`src/rtl/mem_access_unit.sv`:
```
// Load/store sequencer between a multicycle RISC-V datapath and a word-wide memory
// without byte enables: sub-word stores are done as read-modify-write.
module mem_access_unit #(
  parameter int READ_LATENCY = 1
) (
  input  logic        iCLK,
  input  logic        iRST,
  input  logic        iReq,
  input  logic        iWe,
  input  logic [2:0]  iFunct3,
  input  logic [31:0] iAddr,
  input  logic [31:0] iWData,
  output logic        oBusy,
  output logic        oDone,
  output logic        oMisaligned,
  output logic [31:0] oRData,
  output logic [31:0] oMemAdress,
  output logic        oMemRead,
  output logic        oMemWrite,
  output logic [31:0] oMemWData,
  input  logic [31:0] iMemRData
);

  typedef enum logic [2:0] {
    S_IDLE = 3'd0,
    S_RD   = 3'd1,
    S_CAP  = 3'd2,
    S_WR   = 3'd3,
    S_DONE = 3'd4
  } state_t;

  localparam logic [1:0] CNT_INIT = 2'(READ_LATENCY - 1);

  function automatic logic is_reject(input logic we, input logic [2:0] f3, input logic [1:0] lane);
    logic rej;
    case (f3)
      3'b000:  rej = 1'b0;
      3'b001:  rej = lane[0];
      3'b010:  rej = (lane != 2'b00);
      3'b100:  rej = we;
      3'b101:  rej = we | lane[0];
      default: rej = 1'b1;
    endcase
    return rej;
  endfunction

  function automatic logic [31:0] load_extract(input logic [31:0] word, input logic [2:0] f3,
                                               input logic [1:0] lane);
    logic [7:0]  b;
    logic [15:0] h;
    logic [31:0] r;
    b = word[{lane, 3'b000} +: 8];
    h = lane[1] ? word[31:16] : word[15:0];
    case (f3)
      3'b000:  r = {{24{b[7]}}, b};
      3'b001:  r = {{16{h[15]}}, h};
      3'b100:  r = {24'h000000, b};
      3'b101:  r = {16'h0000, h};
      default: r = word;
    endcase
    return r;
  endfunction

  function automatic logic [31:0] store_merge(input logic [31:0] word, input logic [2:0] f3,
                                              input logic [1:0] lane, input logic [15:0] wd);
    logic [31:0] r;
    r = word;
    if (f3 == 3'b000) begin
      r[{lane, 3'b000} +: 8] = wd[7:0];
    end else begin
      r[{lane[1], 4'b0000} +: 16] = wd;
    end
    return r;
  endfunction

  state_t      state_q, state_d;
  logic [1:0]  cnt_q, cnt_d;
  logic [2:0]  funct3_q, funct3_d;
  logic        we_q, we_d;
  logic [1:0]  lane_q, lane_d;
  logic [15:0] wdata_q, wdata_d;
  logic        busy_q, busy_d;
  logic        done_q, done_d;
  logic        mis_q, mis_d;
  logic [31:0] rdata_q, rdata_d;
  logic [31:0] madr_q, madr_d;
  logic        mrd_q, mrd_d;
  logic        mwr_q, mwr_d;
  logic [31:0] mwd_q, mwd_d;

  // Next-state and next-output computation; every output is registered.
  always_comb begin
    state_d  = state_q;
    cnt_d    = cnt_q;
    funct3_d = funct3_q;
    we_d     = we_q;
    lane_d   = lane_q;
    wdata_d  = wdata_q;
    rdata_d  = rdata_q;
    madr_d   = madr_q;
    mwd_d    = mwd_q;
    done_d   = 1'b0;
    mis_d    = 1'b0;
    mrd_d    = 1'b0;
    mwr_d    = 1'b0;
    case (state_q)
      S_IDLE: begin
        if (iReq) begin
          funct3_d = iFunct3;
          we_d     = iWe;
          lane_d   = iAddr[1:0];
          wdata_d  = iWData[15:0];
          madr_d   = {iAddr[31:10], iAddr[11:2]};
          if (is_reject(iWe, iFunct3, iAddr[1:0])) begin
            state_d = S_DONE;
            done_d  = 1'b1;
            mis_d   = 1'b1;
          end else if (iWe && (iFunct3 == 3'b010)) begin
            state_d = S_WR;
            mwr_d   = 1'b1;
            mwd_d   = iWData;
          end else begin
            state_d = S_RD;
            mrd_d   = 1'b1;
            cnt_d   = CNT_INIT;
          end
        end else begin
          state_d = S_IDLE;
        end
      end
      S_RD: begin
        if (cnt_q == 2'd0) begin
          state_d = S_CAP;
        end else begin
          cnt_d = cnt_q - 2'd1;
          mrd_d = 1'b1;
        end
      end
      S_CAP: begin
        // Read word arrives this cycle: merge it for sub-word stores, extract it for loads.
        if (we_q) begin
          state_d = S_WR;
          mwr_d   = 1'b1;
          mwd_d   = store_merge(iMemRData, funct3_q, lane_q, wdata_q);
        end else begin
          state_d = S_DONE;
          done_d  = 1'b1;
          rdata_d = load_extract(iMemRData, funct3_q, lane_q);
        end
      end
      S_WR: begin
        state_d = S_DONE;
        done_d  = 1'b1;
      end
      S_DONE:  state_d = S_IDLE;
      default: state_d = S_IDLE;
    endcase
    busy_d = (state_d != S_IDLE);
  end

  // State and output registers with synchronous reset.
  always_ff @(posedge iCLK) begin
    if (iRST) begin
      state_q  <= S_IDLE;
      cnt_q    <= 2'd0;
      funct3_q <= 3'd0;
      we_q     <= 1'b0;
      lane_q   <= 2'd0;
      wdata_q  <= 16'h0000;
      busy_q   <= 1'b0;
      done_q   <= 1'b0;
      mis_q    <= 1'b0;
      rdata_q  <= 32'h0000_0000;
      madr_q   <= 32'h0000_0000;
      mrd_q    <= 1'b0;
      mwr_q    <= 1'b0;
      mwd_q    <= 32'h0000_0000;
    end else begin
      state_q  <= state_d;
      cnt_q    <= cnt_d;
      funct3_q <= funct3_d;
      we_q     <= we_d;
      lane_q   <= lane_d;
      wdata_q  <= wdata_d;
      busy_q   <= busy_d;
      done_q   <= done_d;
      mis_q    <= mis_d;
      rdata_q  <= rdata_d;
      madr_q   <= madr_d;
      mrd_q    <= mrd_d;
      mwr_q    <= mwr_d;
      mwd_q    <= mwd_d;
    end
  end

  assign oBusy       = busy_q;
  assign oDone       = done_q;
  assign oMisaligned = mis_q;
  assign oRData      = rdata_q;
  assign oMemAdress  = madr_q;
  assign oMemRead    = mrd_q;
  assign oMemWrite   = mwr_q;
  assign oMemWData   = mwd_q;

endmodule

```
`config.mk`:
```
export PLATFORM = sky130hd
export DESIGN_NAME = mem_access_unit
export DESIGN_NICKNAME = d
export VERILOG_FILES = /design/src/rtl/mem_access_unit.sv
export SDC_FILE = /design/constraint.sdc
export NUM_CORES = 1
export LEC_CHECK = 0
export BUFFER_PORTS_ARGS = -buffer_cell sky130_fd_sc_hd__buf_2
export CORE_ASPECT_RATIO = 2
export CORE_UTILIZATION = 40
export CTS_BUF_LIST = sky130_fd_sc_hd__clkbuf_8
export DETAILED_ROUTE_END_ITERATION = 10
export GPL_TIMING_DRIVEN = 0
export PLACE_DENSITY_LB_ADDON = 0.25
export SYNTH_ARGS = -nofsm -noshare
export SYNTH_HDL_FRONTEND = slang
export SYNTH_SLANG_ARGS = --single-unit
```
`constraint.sdc`:
```
create_clock -name iCLK -period 3.2 [get_ports iCLK]
set_input_delay 0.16 -clock iCLK [delete_from_list [all_inputs] [get_ports iCLK]]
set_output_delay 0.16 -clock iCLK [all_outputs]
set_load 0.005 [all_outputs]
```
# [Yosys cells after proc, flatten, opt, wreduce, memory -nomap -nowiden]
# Cells that the tools add are included.
# W data, S select, Z words.
[totals] reg_bits=128 inputBits=103 out_inout_bits=101
[op_classes] add_sub_neg=3 eq_ne=16 shift=5 muxes=38 bitwise_logic=3 n_reduce_logical=14
[op_table] op="$mux W32" count=5
[op_table] op="$pmux W32 S4" count=1
[op_table] op="$bwmux W32" count=2
[op_table] op="$pmux W32 S2" count=1
[op_table] op="$shift A16 B7 Y32 const A" count=1
[op_table] op="$shift A8 B7 Y32 const A" count=1
[op_table] op="$shiftx A16 B7 Y32" count=1
[op_table] op="$shiftx A32 B6 Y8" count=1
[op_table] op="$shiftx A8 B7 Y32" count=1
[op_table] op="$mux W16" count=1
[op_table] op="$neg A5 Y7" count=2
[op_table] op="$mux W1" count=13
[op_table] op="$eq A3 B3 Y1 const B" count=4
[op_table] op="$mux W3" count=4
[op_table] op="$ne A2 B2 Y1 const B" count=6
[op_table] op="$pmux W3 S4" count=1
[op_table] op="$mux W2" count=5
[op_table] op="$reduce_and A5 Y1" count=2
[op_table] op="$eq A3 B1 Y1 const B" count=3
[op_table] op="$eq A3 B2 Y1 const B" count=3
[op_table] op="$logic_not A3 Y1" count=3
[op_table] op="$reduce_bool A2 Y1" count=3
[op_table] op="$pmux W1 S5" count=1
[op_table] op="$pmux W1 S2" count=2
[op_table] op="10 further kinds" count=12

# [Logic depth before layout (Yosys ltp)]
[depth] word_depth=8 ltp_mapped=9 mapped_depth_nobuf=6

# [Worst setup path after synthesis]
# Ideal clock, no wire load.
[synth_path] path_type="reg-to-reg" startpoint="register lane_q[1]" endpoint="register mwd_q[10], in the netlist oMemWData[10]" setup_ns=0.091 arrival_ns=2.286 slack_ns=0.823 path_stages_with_launch=10 n_path_buf=3 period_less_slack_ns=2.377 path_cell_list="dfxtp_1 -> buf_2 -> buf_2 -> inv_1 -> ha_1 -> and4b_1 -> buf_1 -> a221oi_1 -> a211o_1 -> a311oi_1"
[synth_via] elab_chain_len=6 word_cells_on_any_way=11 cone_classes="add/sub: 2; shift: 4; mux: 5"
[synth_lines] element="start: declaration" line="80" source="logic [1:0] lane_q, lane_d;"
[synth_lines] element="start signal: assignment" line="183" source="lane_q <= lane_d;"
[synth_lines] element="$neg A5 Y7, on equally long branches" line="71, 69"
[synth_lines] element="$shiftx A16 B7 Y32, or another cell as far along" line="71" source="r[{lane[1], 4'b0000} +: 16] = wd;"
[synth_lines] element="$bwmux W32, on equally long branches" line="71, 69"
[synth_lines] element="$mux W32 (*)" line="68" source="if (f3 == 3'b000) begin"
[synth_lines] element="$mux W32 (*)" line="141" source="if (we_q) begin"
[synth_lines] element="$pmux W32 S2 (*)" line="106" source="case (state_q)"
[synth_lines] element="end signal: assignment" line="192" source="mwd_q <= mwd_d;"
[synth_lines] element="end: declaration" line="89" source="logic [31:0] mwd_q, mwd_d;"
# Mark *: on every way between the ends. The rest lies on a longest branch, timed or not. The select of a mux whose other input is x is not followed.
# A chain may end at the register's enable or synchronous reset.

# [Final worst setup path]
[layout_path] startpoint="register lane_q[1]" endpoint="register mwd_q[12], in the netlist oMemWData[12]"
# Same word-level chain as after synthesis.

==> flow_summary.ini <==
[clocking]
path_clk_slew_ps = 70
clock_latency_ps = 460
htree_levels = 4
cts_tree = done
cts_max_path_buffers = 2
numCtsBuffers = 17
clock-sinks = 126
clockRootBuffer = clkbuf_8

[pwr]
p_per_area_nw_per_um2 = 472
irDropWorstVdd_mv = 0.357
p_leak_nw = 3.47

[grt]
grt_pass1_vias = 6361
antenna_found_initial = 0
gr-total-overflow = 0
grt_first_pass_wirelength_um = 35200
track_usage = 0.288
grt_max_degree = 17

[sta]
finalSetupViolCount = 0
fin_crit_ps = 2940
finalHoldViolCount = 0
max_freq_mhz = 340
timing.final.crit_share = 0.918
slew_headroom = 0.411
slew_viol_final = 0
setup_slack_ps = 262
worst_pin_slew_ps = 881
finalSetupTns_ps = 0
rsz0062_at_grt = no
finalClockSkew_ps = 13.2

[drt]
antenna_left = 0
drt-wirelength-per-cell_um = 19.1
drt_iter0_drc = 471
vias = 6828
wl_um = 23500
drc = 0
drt-pass1-iter-count = 6
avgViaCountPerCell = 5.55

[critical_path]
cp-end-kind = flop
critPathLaunchType = flop
arrival_ps = 3300
crit_required_ps = 3560
crit_fanout = 10
critPathKind = reg -> reg

[logic_synthesis]
syn_area_um2 = 6200
synth_flop_cell = dfxtp_1
synthCells = 746
synth_area_per_cell_um2 = 8.31
synth_nets = 855
synth_cell_types = 57
async_flop_share = 0
synth-xor-area-share = 0
synth_compound_area_frac = 0.276
synthMuxAreaShare = 0.0553
synth_warnings = 0
synthAdderAreaFrac = 0.0121
ys_seq_elements = 126
synth-edff-count = 0
synthSimpleGateAreaFrac = 0.183
seq_area_frac_synth = 0.407
synth_top_family_by_area = compound AO/OA/AOI/OAI gates

[floorplanning]
initial_core_util = 0.408
fp.dieArea_um2 = 16000
die_x_um = 90.1
rows = 64
ios = 204
core-area_um2 = 15200
die_h_um = 178

[outcome]
status = complete, no violations

[run]
cap_violations = 0

[finish]
final_cell_mix = 220 x buf_2, 147 x nand2_1, 126 x dfxtp_1
n_fill_cell = 1464
area_growth_syn_to_layout_pct = 35.7
mostFrequentLayoutCell = buf_2
final_nets = 1128
antenna_cells = 0
drive_above_1_share = 0.276

[place]
hpwl_um = 17500
globalplace.congestion = 0.945
place_ws_ps = 324
portBuffers = 202

[hold_path]
hp-class = in -> reg
-- sequential cells by signal, summed over array words and instances (netlist names) --
register / count
lane_q: 2
wdata_q: 16
oBusy: 1
oMisaligned: 1
cnt_q: 2
oMemWData: 32
funct3_q: 3
oDone: 1
oMemWrite: 1
oMemRead: 1
we_q: 1
oRData: 32
state_q: 3
oMemAdress: 30
-- report_power, final --
part           switching (W)  internal, W
clock network       0.000665     0.000879
logic               0.000432     0.000305
registers          0.0000508      0.00164
total                0.00115      0.00282
-- routing by layer --
| metal | global-route usage | share of wire | vias to the layer above |
|---|---|---|---|
| met5 | 0 | 0 | - |
| met4 | 0.198 | 0.062 | 0 |
| met3 | 0.0452 | 0.052 | 69 |
| met2 | 0.534 | 0.53 | 298 |
| met1 | 0.293 | 0.36 | 3199 |
| li1 | - | - | 3262 |
-- worst max-delay path, stage by stage (launching register included) --
cell and delay (ps):
dfxtp_1 350, buf_2 260, buf_2 340, inv_1 220, ha_1 380, and4b_1 200, buf_1 320, a221oi_1 150
a211o_1 350, a311oi_1 270
-- what timing repair did --
item / CTS / global route
hold endpoints to repair: 56 / 0
setup buffers: 0 / 0
hold buffers: 52 / 0
resized for setup: 0 / 0
-- final cells by class --
type                            instances  area (um^2)  share of cell area
Multi-Input combinational cell        521         3260               0.388
Timing Repair Buffer                  254         1530               0.182
Buffer                                 74          323              0.0384
Clock buffer                           19          262              0.0311
Inverter                               25         93.8              0.0112
Tap cell                              198          248              0.0294
Clock inverter                         13          171              0.0204
Sequential cell                       126         2520               0.300
-- cells by family after synthesis --
family	count (synthesis)
DFF	126
adders and majority gates	6
AOI/OAI and AO/OA	236
and+or+nand+nor	247
muxes	32
buffers and inverters	99
-- through the flow --
step | hold WS [ps] | area, um^2 | cells | power, W | util
6_report | 17.4 | 8410 | 1230 | 0.00397 | 0.553
5_1_grt | 23.7 | 8410 | 1230 | 0.00412 | 0.553
4_1_cts | 1.79 | 8410 | 1230 | 0.00397 | 0.553
3_5_place_dp | 406 | 7460 | 1146 | 0.00239 | 0.490
3_3_place_gp | 400 | 7460 | 1146 | 0.00239 | 0.490
2_1_floorplan | 280 | 6200 | 746 | 0.00211 | -
-- synth_stat cells, types with 2 or more instances --
cell type	n	area [um^2]
a22oi_1	16	120
nor3b_1	2	15.0
a221oi_1	24	210
a211oi_1	41	308
buf_4	4	30.0
o21ai_0	11	55.1
a211o_1	8	70.1
nand2b_1	3	18.8
o221a_2	7	78.8
ha_1	6	75.1
or3_1	2	12.5
a21oi_1	84	420
nor3_1	4	20.0
nor2_1	48	180
mux2i_1	23	230
clkbuf_1	47	176
a221o_1	9	90.1
inv_1	25	93.8
nor4b_2	2	30.0
or4_1	16	120
nand2_1	147	552
buf_1	4	15.0
nand3b_1	9	67.6
mux2_2	8	90.1
o32ai_1	16	140
a311oi_1	7	61.3
dfxtp_1	126	2520
buf_2	18	90.1
-- path summary, 6_finish.rpt --
kind                                    start                          end  slack, ps  cells past startpoint
setup / recovery       lane_q[1]$_SDFFE_PP0P_   oMemWData[12]$_SDFFE_PP0P_        260                      9
hold / removal                     iFunct3[1]     funct3_q[1]$_SDFFE_PP0P_         20                      3
setup reg to reg       lane_q[1]$_SDFFE_PP0P_   oMemWData[12]$_SDFFE_PP0P_        260                      9
hold reg to reg   oMemAdress[12]$_SDFFE_PP0P_  oMemAdress[12]$_SDFFE_PP0P_        450                      2
(Power assumes the default switching activity.)
